===== src/rtl/serial_debug_pkg.sv =====
// -----------------------------------------------------------------------------
// serial_debug_pkg
//   Shared definitions for the serial debug chain: superframe geometry, field
//   offsets inside a superframe, well-known read commands and the host FSM
//   state encoding.
// -----------------------------------------------------------------------------
package serial_debug_pkg;

   // Superframe geometry: 18 bytes on the wire, sent MSB byte first.
   localparam int SF_BITS  = 144;
   localparam int SF_BYTES = SF_BITS / 8;

   // Field layout inside a superframe.
   localparam int RW_BIT      = 0;   // 1 = write, 0 = read
   localparam int ADDR_LSB    = 1;   // address occupies [15:1]
   localparam int ADDR_W      = 15;
   localparam int PAYLOAD_LSB = 16;  // payload occupies [SF_BITS-1:16]

   localparam logic [ADDR_W-1:0] BCAST_ADDR = 15'h7FFF;

   // Read command byte, carried in payload bits [23:16].
   localparam logic [7:0] READ_CMD_IDENT = 8'h00;
   localparam logic [7:0] READ_CMD_NODE  = 8'hFF;

   typedef enum logic [2:0] {
      ST_IDLE,
      ST_TX_PUSH,
      ST_TX_GAP,
      ST_RX_WAIT,
      ST_RX_READ,
      ST_RX_HOLD,
      ST_RX_CAPTURE,
      ST_DONE
   } host_state_e;

endpackage


===== src/rtl/serial_debug_host.sv =====
// -----------------------------------------------------------------------------
// serial_debug_host
//   Host/initiator for the serial debug chain, sitting on the UART side.
//   Accepts one superframe command, pushes it MSB byte first into a UART TX
//   FIFO, then collects the same number of reply bytes from the UART RX side
//   and presents them as one superframe. Aborts with rsp_timeout if the link
//   goes quiet for TIMEOUT_CYCLES between reply bytes. Unsolicited RX bytes
//   seen while idle are popped and discarded (stray_byte pulse).
//
// Ports
//   clk, rst_n          clock, synchronous active-low reset
//   cmd_valid/ready     command handshake, cmd_frame is the superframe
//   rsp_valid           one-cycle pulse, rsp_frame / rsp_timeout updated
//   rsp_frame           reply superframe (first byte received in the MSB)
//   rsp_timeout         qualifies rsp_valid: reply incomplete
//   busy                transaction in progress
//   stray_byte          pulse per discarded unsolicited RX byte
//   uart_tx_*           push interface into the UART TX FIFO
//   uart_rx_*           pop interface out of the UART RX FIFO
// -----------------------------------------------------------------------------
module serial_debug_host #(
   parameter int SF_BITS        = serial_debug_pkg::SF_BITS,
   parameter int TIMEOUT_CYCLES = 1000000,
   parameter int TIMEOUT_W      = 20
) (
   input  logic               clk,
   input  logic               rst_n,
   input  logic               cmd_valid,
   output logic               cmd_ready,
   input  logic [SF_BITS-1:0] cmd_frame,
   output logic               rsp_valid,
   output logic [SF_BITS-1:0] rsp_frame,
   output logic               rsp_timeout,
   output logic               busy,
   output logic               stray_byte,
   output logic               uart_tx_start,
   output logic [7:0]         uart_tx_data_in,
   input  logic               uart_tx_fifo_full,
   output logic               uart_rx_read,
   input  logic               uart_rx_ready,
   input  logic [7:0]         uart_rx_byte
);

   import serial_debug_pkg::*;

   localparam logic [4:0]           LAST_IDX = 5'(SF_BITS / 8);
   localparam logic [TIMEOUT_W-1:0] TMO_END  = TIMEOUT_W'(TIMEOUT_CYCLES - 1);

   host_state_e          state_q,   state_d;
   // One shift register serves both directions: after all command bytes are
   // shifted out it is all-zero, so reply bytes shifted in land right-aligned
   // and a partial (timed-out) reply keeps zeros in its upper bits.
   logic [SF_BITS-1:0]   shreg_q,   shreg_d;
   logic [4:0]           idx_q,     idx_d;
   logic [TIMEOUT_W-1:0] timer_q,   timer_d;
   logic                 timeout_q, timeout_d;
   // Set while RX_READ/RX_HOLD are draining a stray byte rather than
   // collecting a reply byte.
   logic                 drain_q,   drain_d;

   // NOTE: state lives only in this block and is updated with non-blocking
   // assignments; every value it stores is computed in the always_comb below.
   always_ff @(posedge clk) begin
      if (!rst_n) begin
         state_q   <= ST_IDLE;
         shreg_q   <= '0;
         idx_q     <= '0;
         timer_q   <= '0;
         timeout_q <= 1'b0;
         drain_q   <= 1'b0;
      end else begin
         state_q   <= state_d;
         shreg_q   <= shreg_d;
         idx_q     <= idx_d;
         timer_q   <= timer_d;
         timeout_q <= timeout_d;
         drain_q   <= drain_d;
      end
   end

   // NOTE: every signal written here gets a default first, so no path through
   // the case statement can leave one unassigned and infer a latch.
   always_comb begin
      state_d         = state_q;
      shreg_d         = shreg_q;
      idx_d           = idx_q;
      timer_d         = timer_q;
      timeout_d       = timeout_q;
      drain_d         = drain_q;
      cmd_ready       = 1'b0;
      busy            = 1'b0;
      rsp_valid       = 1'b0;
      stray_byte      = 1'b0;
      uart_tx_start   = 1'b0;
      uart_tx_data_in = 8'h00;
      uart_rx_read    = 1'b0;

      unique case (state_q)
         ST_IDLE: begin
            // Never accept a command while a stray byte is pending, or it
            // would be mistaken for the first reply byte.
            cmd_ready = !uart_rx_ready;
            if (uart_rx_ready) begin
               drain_d = 1'b1;
               state_d = ST_RX_READ;
            end else if (cmd_valid) begin
               shreg_d   = cmd_frame;
               idx_d     = '0;
               timeout_d = 1'b0;
               drain_d   = 1'b0;
               state_d   = ST_TX_PUSH;
            end
         end

         ST_TX_PUSH: begin
            busy            = 1'b1;
            uart_tx_data_in = shreg_q[SF_BITS-1 -: 8];
            if (!uart_tx_fifo_full) begin
               uart_tx_start = 1'b1;
               shreg_d       = {shreg_q[SF_BITS-9:0], 8'h00};
               idx_d         = idx_q + 5'd1;
               state_d       = ST_TX_GAP;
            end
         end

         // Dead cycle so uart_tx_fifo_full reflects the push just made.
         ST_TX_GAP: begin
            busy = 1'b1;
            if (idx_q < LAST_IDX) begin
               state_d = ST_TX_PUSH;
            end else begin
               idx_d   = '0;
               timer_d = '0;
               state_d = ST_RX_WAIT;
            end
         end

         ST_RX_WAIT: begin
            busy = 1'b1;
            if (uart_rx_ready) begin
               state_d = ST_RX_READ;
            end else if (timer_q == TMO_END) begin
               timeout_d = 1'b1;
               state_d   = ST_DONE;
            end else begin
               timer_d = timer_q + 1'b1;
            end
         end

         ST_RX_READ: begin
            busy         = !drain_q;
            uart_rx_read = 1'b1;
            state_d      = ST_RX_HOLD;
         end

         // Gives the UART a cycle to present the popped byte and drop
         // uart_rx_ready if its FIFO is now empty.
         ST_RX_HOLD: begin
            busy = !drain_q;
            if (drain_q) begin
               stray_byte = 1'b1;
               drain_d    = 1'b0;
               state_d    = ST_IDLE;
            end else begin
               state_d = ST_RX_CAPTURE;
            end
         end

         ST_RX_CAPTURE: begin
            busy    = 1'b1;
            shreg_d = {shreg_q[SF_BITS-9:0], uart_rx_byte};
            idx_d   = idx_q + 5'd1;
            timer_d = '0;
            state_d = (idx_q + 5'd1 == LAST_IDX) ? ST_DONE : ST_RX_WAIT;
         end

         ST_DONE: begin
            rsp_valid = 1'b1;
            state_d   = ST_IDLE;
         end

         default: state_d = ST_IDLE;
      endcase
   end

   // rsp_frame shows the shift register directly; it only carries a
   // meaningful reply from the rsp_valid pulse until the next command.
   assign rsp_frame   = shreg_q;
   assign rsp_timeout = timeout_q;

endmodule


===== config.mk =====
export PLATFORM = sky130hd
export DESIGN_NAME = serial_debug_host
export DESIGN_NICKNAME = d
export VERILOG_FILES = /design/src/rtl/serial_debug_pkg.sv /design/src/rtl/serial_debug_host.sv
export SDC_FILE = /design/constraint.sdc
export NUM_CORES = 1
export LEC_CHECK = 0
export BUFFER_PORTS_ARGS = -buffer_cell sky130_fd_sc_hd__buf_2
export CAP_MARGIN = 20
export CORE_MARGIN = 1
export CORE_UTILIZATION = 35
export CTS_BUF_LIST = sky130_fd_sc_hd__clkbuf_2
export DETAILED_ROUTE_END_ITERATION = 8
export GPL_ROUTABILITY_DRIVEN = 0
export MAX_ROUTING_LAYER = met4
export PLACE_DENSITY = 0.68
export SLEW_MARGIN = 10
export SYNTH_ARGS = -nofsm -noshare
export SYNTH_HDL_FRONTEND = slang
export SYNTH_SLANG_ARGS = --single-unit

===== constraint.sdc =====
create_clock -name clk -period 4.2 [get_ports clk]
set_input_delay 0.63 -clock clk [delete_from_list [all_inputs] [get_ports clk]]
set_output_delay 0.63 -clock clk [all_outputs]
set_load 0.01 [all_outputs]

Word level (Yosys, flattened, before mapping)
Cells that the tools add are included.
Cells by class
  $lt $le $gt $ge: 1
  $add $sub $neg: 2
  multiplexer cells: 38
  eq/ne operators: 18
  reductions and logical operators: 16
Operators by type and width (number)
  144-bit 2-to-1 mux: 3
  144-bit case mux with 3 select lines: 1
  20-bit 2-to-1 mux: 3
  20-bit case mux with 3 select lines: 1
  3-bit case mux with 8 select lines: 1
  3-bit 2-to-1 mux: 7
  20-bit by 1-bit adder with 20-bit output, second input constant: 1
  20-bit == test, second input constant: 1
  5-bit 2-to-1 mux: 4
  5-bit case mux with 4 select lines: 1
  2-bit != test, second input constant: 7
  3-bit == test, second input constant: 4
  1-bit 2-to-1 mux: 12
  5-bit AND reduction: 2
  8-bit 2-to-1 mux: 1
  4-bit AND reduction: 2
  3-bit by 2-bit == test with 1-bit output, second input constant: 2
  3-bit != test, second input constant: 2
  1-bit case mux with 2 select lines: 3
  3-bit nonzero test: 2
  5-bit by 1-bit adder with 5-bit output, second input constant: 1
  5-bit == test, second input constant: 1
  5-bit less-than comparator, second input constant: 1
  2-bit nonzero test: 2
  other kinds (9): 10
Storage, ports and cells
  word-level logic and storage cells: 81
  output and inout port bits: 159
  input port bits: 157
  register bits after elaboration: 174

Longest topological paths before layout
  depth in word-level cells: 4
  mapped depth: 8
  mapped depth without buffers: 6

Worst setup path before layout
No wires, ideal clock.
  kind: input to register
  start point: input port uart_rx_ready
  end point: register shreg_q[0] (netlist: rsp_frame[0])
  library setup time: 116 ps
  required time: 4084 ps
  path buffers: 3
  slack: 2258 ps
  stages on the path: 8
  data arrival time: 1825 ps
  cell sequence: buf_6 -> nor3b_1 -> o21ai_1 -> nand2_1 -> buf_2 -> buf_1 -> nand2_1 -> o211a_1
Between the ends
  cells in the longest elaborated chain, start to end: 2
RTL lines
  start: declaration: line serial_debug_host.sv:40  | input logic uart_rx_ready,
  2-bit != test (no source line)
  4-bit AND reduction (no source line)
  end signal: assignment: line serial_debug_host.sv:73  | shreg_q <= shreg_d;
  end: declaration: line serial_debug_host.sv:53  | logic [SF_BITS-1:0] shreg_q, shreg_d;
Every way passes these cells.
A chain may end at the register's enable or synchronous reset.

Final worst setup path
  start point: register state_q[0]
  end point: output port uart_tx_start
Between the ends
  cells in the longest elaborated chain, start to end: 2
RTL lines
  start: declaration: line serial_debug_host.sv:49  | host_state_e state_q, state_d;
  start signal: assignment: line serial_debug_host.sv:72  | state_q <= state_d;
  3-bit by 1-bit == test with 1-bit output: line serial_debug_host.sv:98  | unique case (state_q)
  1-bit 2-to-1 mux: line serial_debug_host.sv:98
  end: declaration: line serial_debug_host.sv:36  | output logic uart_tx_start,
Every way passes these cells.

==> reports/results.tsv <==
stage	metric	value	unit
outcome	status	finished, final reports clean	
cts	Post CTS Setup Buffer Count	0	
setup_path	WP data arrival	2.54	ns
cts	maximum buffer depth of the clock tree	2	
cts	H-tree depth	4	
hold_path	Hold Path Stages	4	
setup_path	Worst R2R Start	state_q[0]	
cts	Worst-Skew Late Latency	0.73	ns
floorplanning	Die Height	157.5	µm
route	Routed WL per cell	15.97	µm
synthesis	synth unique cells	52	
hold_path	Worst Hold End	rsp_frame[120]	
route	Vias	7532	
global_route	largest net degree at the start of global routing	96	
cts	Post-CTS Resized	0	
synthesis	area share of the largest cell type after synthesis	41.18	%
final_layout	final cell count without fillers	1470	
final_layout	area growth from synthesis to layout	23.83	%
cts	hold buffer count at CTS	0	
synthesis	Syn Area/Cell	9.756	µm²
synthesis	Synth Flop Type	dfxtp_1	
route	post-route ant nets	0	
timing	Final Cycle Share	75.38	%
placement	DP Area	10200	µm²
setup_path	r2r worst-path depth	6	
cts	Sink Count	174	
setup_path	critical path's slowest cell	dfxtp_1	
setup_path	Critical Path RT	3.57	ns
global_route	first-pass GRT wire length	35760	µm
timing	Fmax achieved	315.9	MHz
floorplanning	FP Rows	56	
synthesis	synth warn	0	
final_layout	cell area after layout	10470	µm²
global_route	grt ovf	0	
cts	number of buffers created by CTS	17	
setup_path	CP Cell Sequence	nor4b_1, buf_2	
global_route	gr usage total	18.86	%
synthesis	syn nets	1027	
setup_path	Critical Path Sink Type	output port	
global_route	vias in the first global route	6771	
timing	Layout Skew	0.05648	ns
final_layout	NumNets Final	1296	
route	DRT Pass-1 Iters	5	
timing	setup_tns	0	ns
hold_path	min-delay worst type	primary input to register	
hold_path	critical hold path startpoint	cmd_frame[120]	
pwr	Leak	6.664	nW
timing	post-route setup slack	1.034	ns
route	DR vias/cell	5.124	
route	Detailed Route WL	23480	µm
synthesis	Syn Std Cell Area	8458	µm²
timing	Slew Limit Headroom	32.13	%
synthesis	sequential area share after synthesis	41.18	%
placement	Placed Cells	1436	
global_route	initial antenna violation count	1	
synthesis	ranking of synthesized cells by area	dfxtp_1 41%, o211a_1 17%, mux2i_1 16%	
setup_path	type of origin of the critical path	register	
placement	Place WS	1.438	ns
synthesis	largest area contributor in the netlist	dfxtp_1	
timing	RSZ-0062 raised after global routing	false	
synthesis	EDFF count, synth	0	
setup_path	worst-path maximum fanout	21	
setup_path	slowest stage delay, CP	0.78	ns
final_layout	Fillers	2355	
floorplanning	Die Outline Area	24790	µm²
timing	final setup fails	0	
placement	count of input and output buffers	315	
pwr	Cell Pwr Density	503.8	nW/µm²
floorplanning	I/O pin count	316	
placement	Post-DP HPWL	16620	µm
cts	Clk pin slew, worst setup/hold paths	0.30	ns
synthesis	Async SR Flop Fraction	0	%
route	DRT iter0 DRCs	506	
setup_path	reg-to-reg endpoint	rsp_frame[30]	
timing	worst slew pin tran	1.018	ns
setup_path	CP Class	register to output port	
cts	CTS tree	yes	
synthesis	Seq cells post-synth	174	
timing	minimum clock period	3.166	ns
floorplanning	area of the core	23610	µm²
floorplanning	Initial Util	35.82	%
synthesis	post-synthesis cell count	867	
route	# DRC	0	
final_layout	layout cells sized above 1	33.07	%
floorplanning	Die Wd	157.5	µm
timing	WHS	0.2163	ns
timing	final hold violations	0	
cts	CTS root buf	clkbuf_2	
setup_path	R2R Setup Slk	1.42	ns
pwr	Max VDD drop	0.2237	mV
timing	fin. max-slew vios	0	
job	max-cap violations	0	
report_power, final:
part           total [mW]  internal, mW  switching, mW
Clock               0.986         0.347          0.639
Combinational        1.99         0.914           1.07
Sequential           2.31          1.99          0.315
critical path, delay by kind of cell (launching register included):
kind / cells / cell delay [ns]
buf+inv: 1 / 0.27
flops: 1 / 0.78
simple gates: 1 / 0.78
worst max path at each step:
| stage | from | to | slack [ns] |
|---|---|---|---|
| global placement | state_q[0] | rsp_frame[115] | 1.52 |
| CTS | state_q[0] | uart_tx_start | 0.89 |
| finish | state_q[0] | uart_tx_start | 1.03 |
| floorplan | uart_rx_ready | rsp_frame[0] | 2.26 |
| detailed placement | state_q[0] | rsp_frame[20] | 1.44 |
| global route | state_q[0] | uart_tx_start | 0.76 |
layer usage:
layer  track usage (%)  vias to the layer above  routed length, µm  part of all wire (%)
met4             4.947                        0                263                   1.1
met5                 -                        -                  0                     0
li1                  -                     3704                  -                     -
met1             24.17                     3604              10670                    45
met2             29.86                      212              11420                    49
met3             4.185                       12               1129                   4.8
registers in the layout, summed over array words and instances (netlist names):
register and cells:
state_q 3, timer_q 20, rsp_frame 144, idx_q 5
rsp_timeout 1, drain_q 1
cells by family (layout without fill, tap and decap cells):
group / after synthesis / count (layout) / share of synthesized area [%]
XOR/XNOR: 10 / 10 / 1.036
flip-flops: 174 / 174 / 41.18
multiplexers: 139 / 139 / 16.45
other: 0 / 2 / 0
AND/OR/NAND/NOR: 257 / 257 / 14.11
AO/OA/AOI/OAI: 204 / 204 / 22.01
adder cells (fa/ha/maj): 3 / 3 / 0.4438
buffers and inverters: 80 / 362 / 4.763
cell type report:
class | count | area, µm² | share of cell area [%]
tap | 319 | 399.1 | 3.811
inverter | 4 | 15.01 | 0.1434
antenna | 2 | 5.005 | 0.04778
timing repair buffer | 326 | 1712 | 16.34
clock buffer | 18 | 90.09 | 0.8601
clock inverter | 14 | 182.7 | 1.744
multi-input combinational | 613 | 4587 | 43.79
sequential | 174 | 3483 | 33.26
layout by cell type, fill, tap and decap left out, types with 3 or more instances in the layout:
cell,instances
dfxtp_1,174
clkinvlp_4,3
nand2b_1,8
nand3_1,12
or3_1,3
clkinv_4,3
buf_2,314
nand2_1,157
nor4b_1,4
inv_1,4
and2_1,8
o211a_1,145
mux2i_1,139
nor3_1,4
buf_12,4
nor4_1,6
bufinv_16,3
nor2b_1,5
xnor2_1,8
nor2_1,21
buf_4,8
clkbuf_2,18
nand4_1,5
a21oi_1,16
or3_2,8
and4_1,3
a22oi_1,10
o21ai_1,11
o21ai_0,7
ha_1,3
synth_stat cells (4+ instances only):
cell type	count
a21oi_1	16
a22oi_1	10
and2_1	8
buf_1	9
buf_2	6
buf_4	14
clkbuf_1	42
dfxtp_1	174
inv_1	4
mux2i_1	139
nand2_1	158
nand2b_1	8
nand3_1	12
nand4_1	5
nor2_1	22
nor2b_1	5
nor3_1	4
nor4_1	6
nor4b_1	4
o211a_1	145
o21ai_0	7
o21ai_1	11
or3_2	8
xnor2_1	8
through the flow:
| stage | utilization, % | total power [mW] |
|---|---|---|
| floorplan | - | 3.636 |
| finish | 44.36 | 5.277 |
| global placement | 43.18 | 4.310 |
| CTS | 44.34 | 5.344 |
| detailed placement | 43.18 | 4.340 |
| global route | 44.35 | 5.618 |
Power figures use the tool's default switching activity.
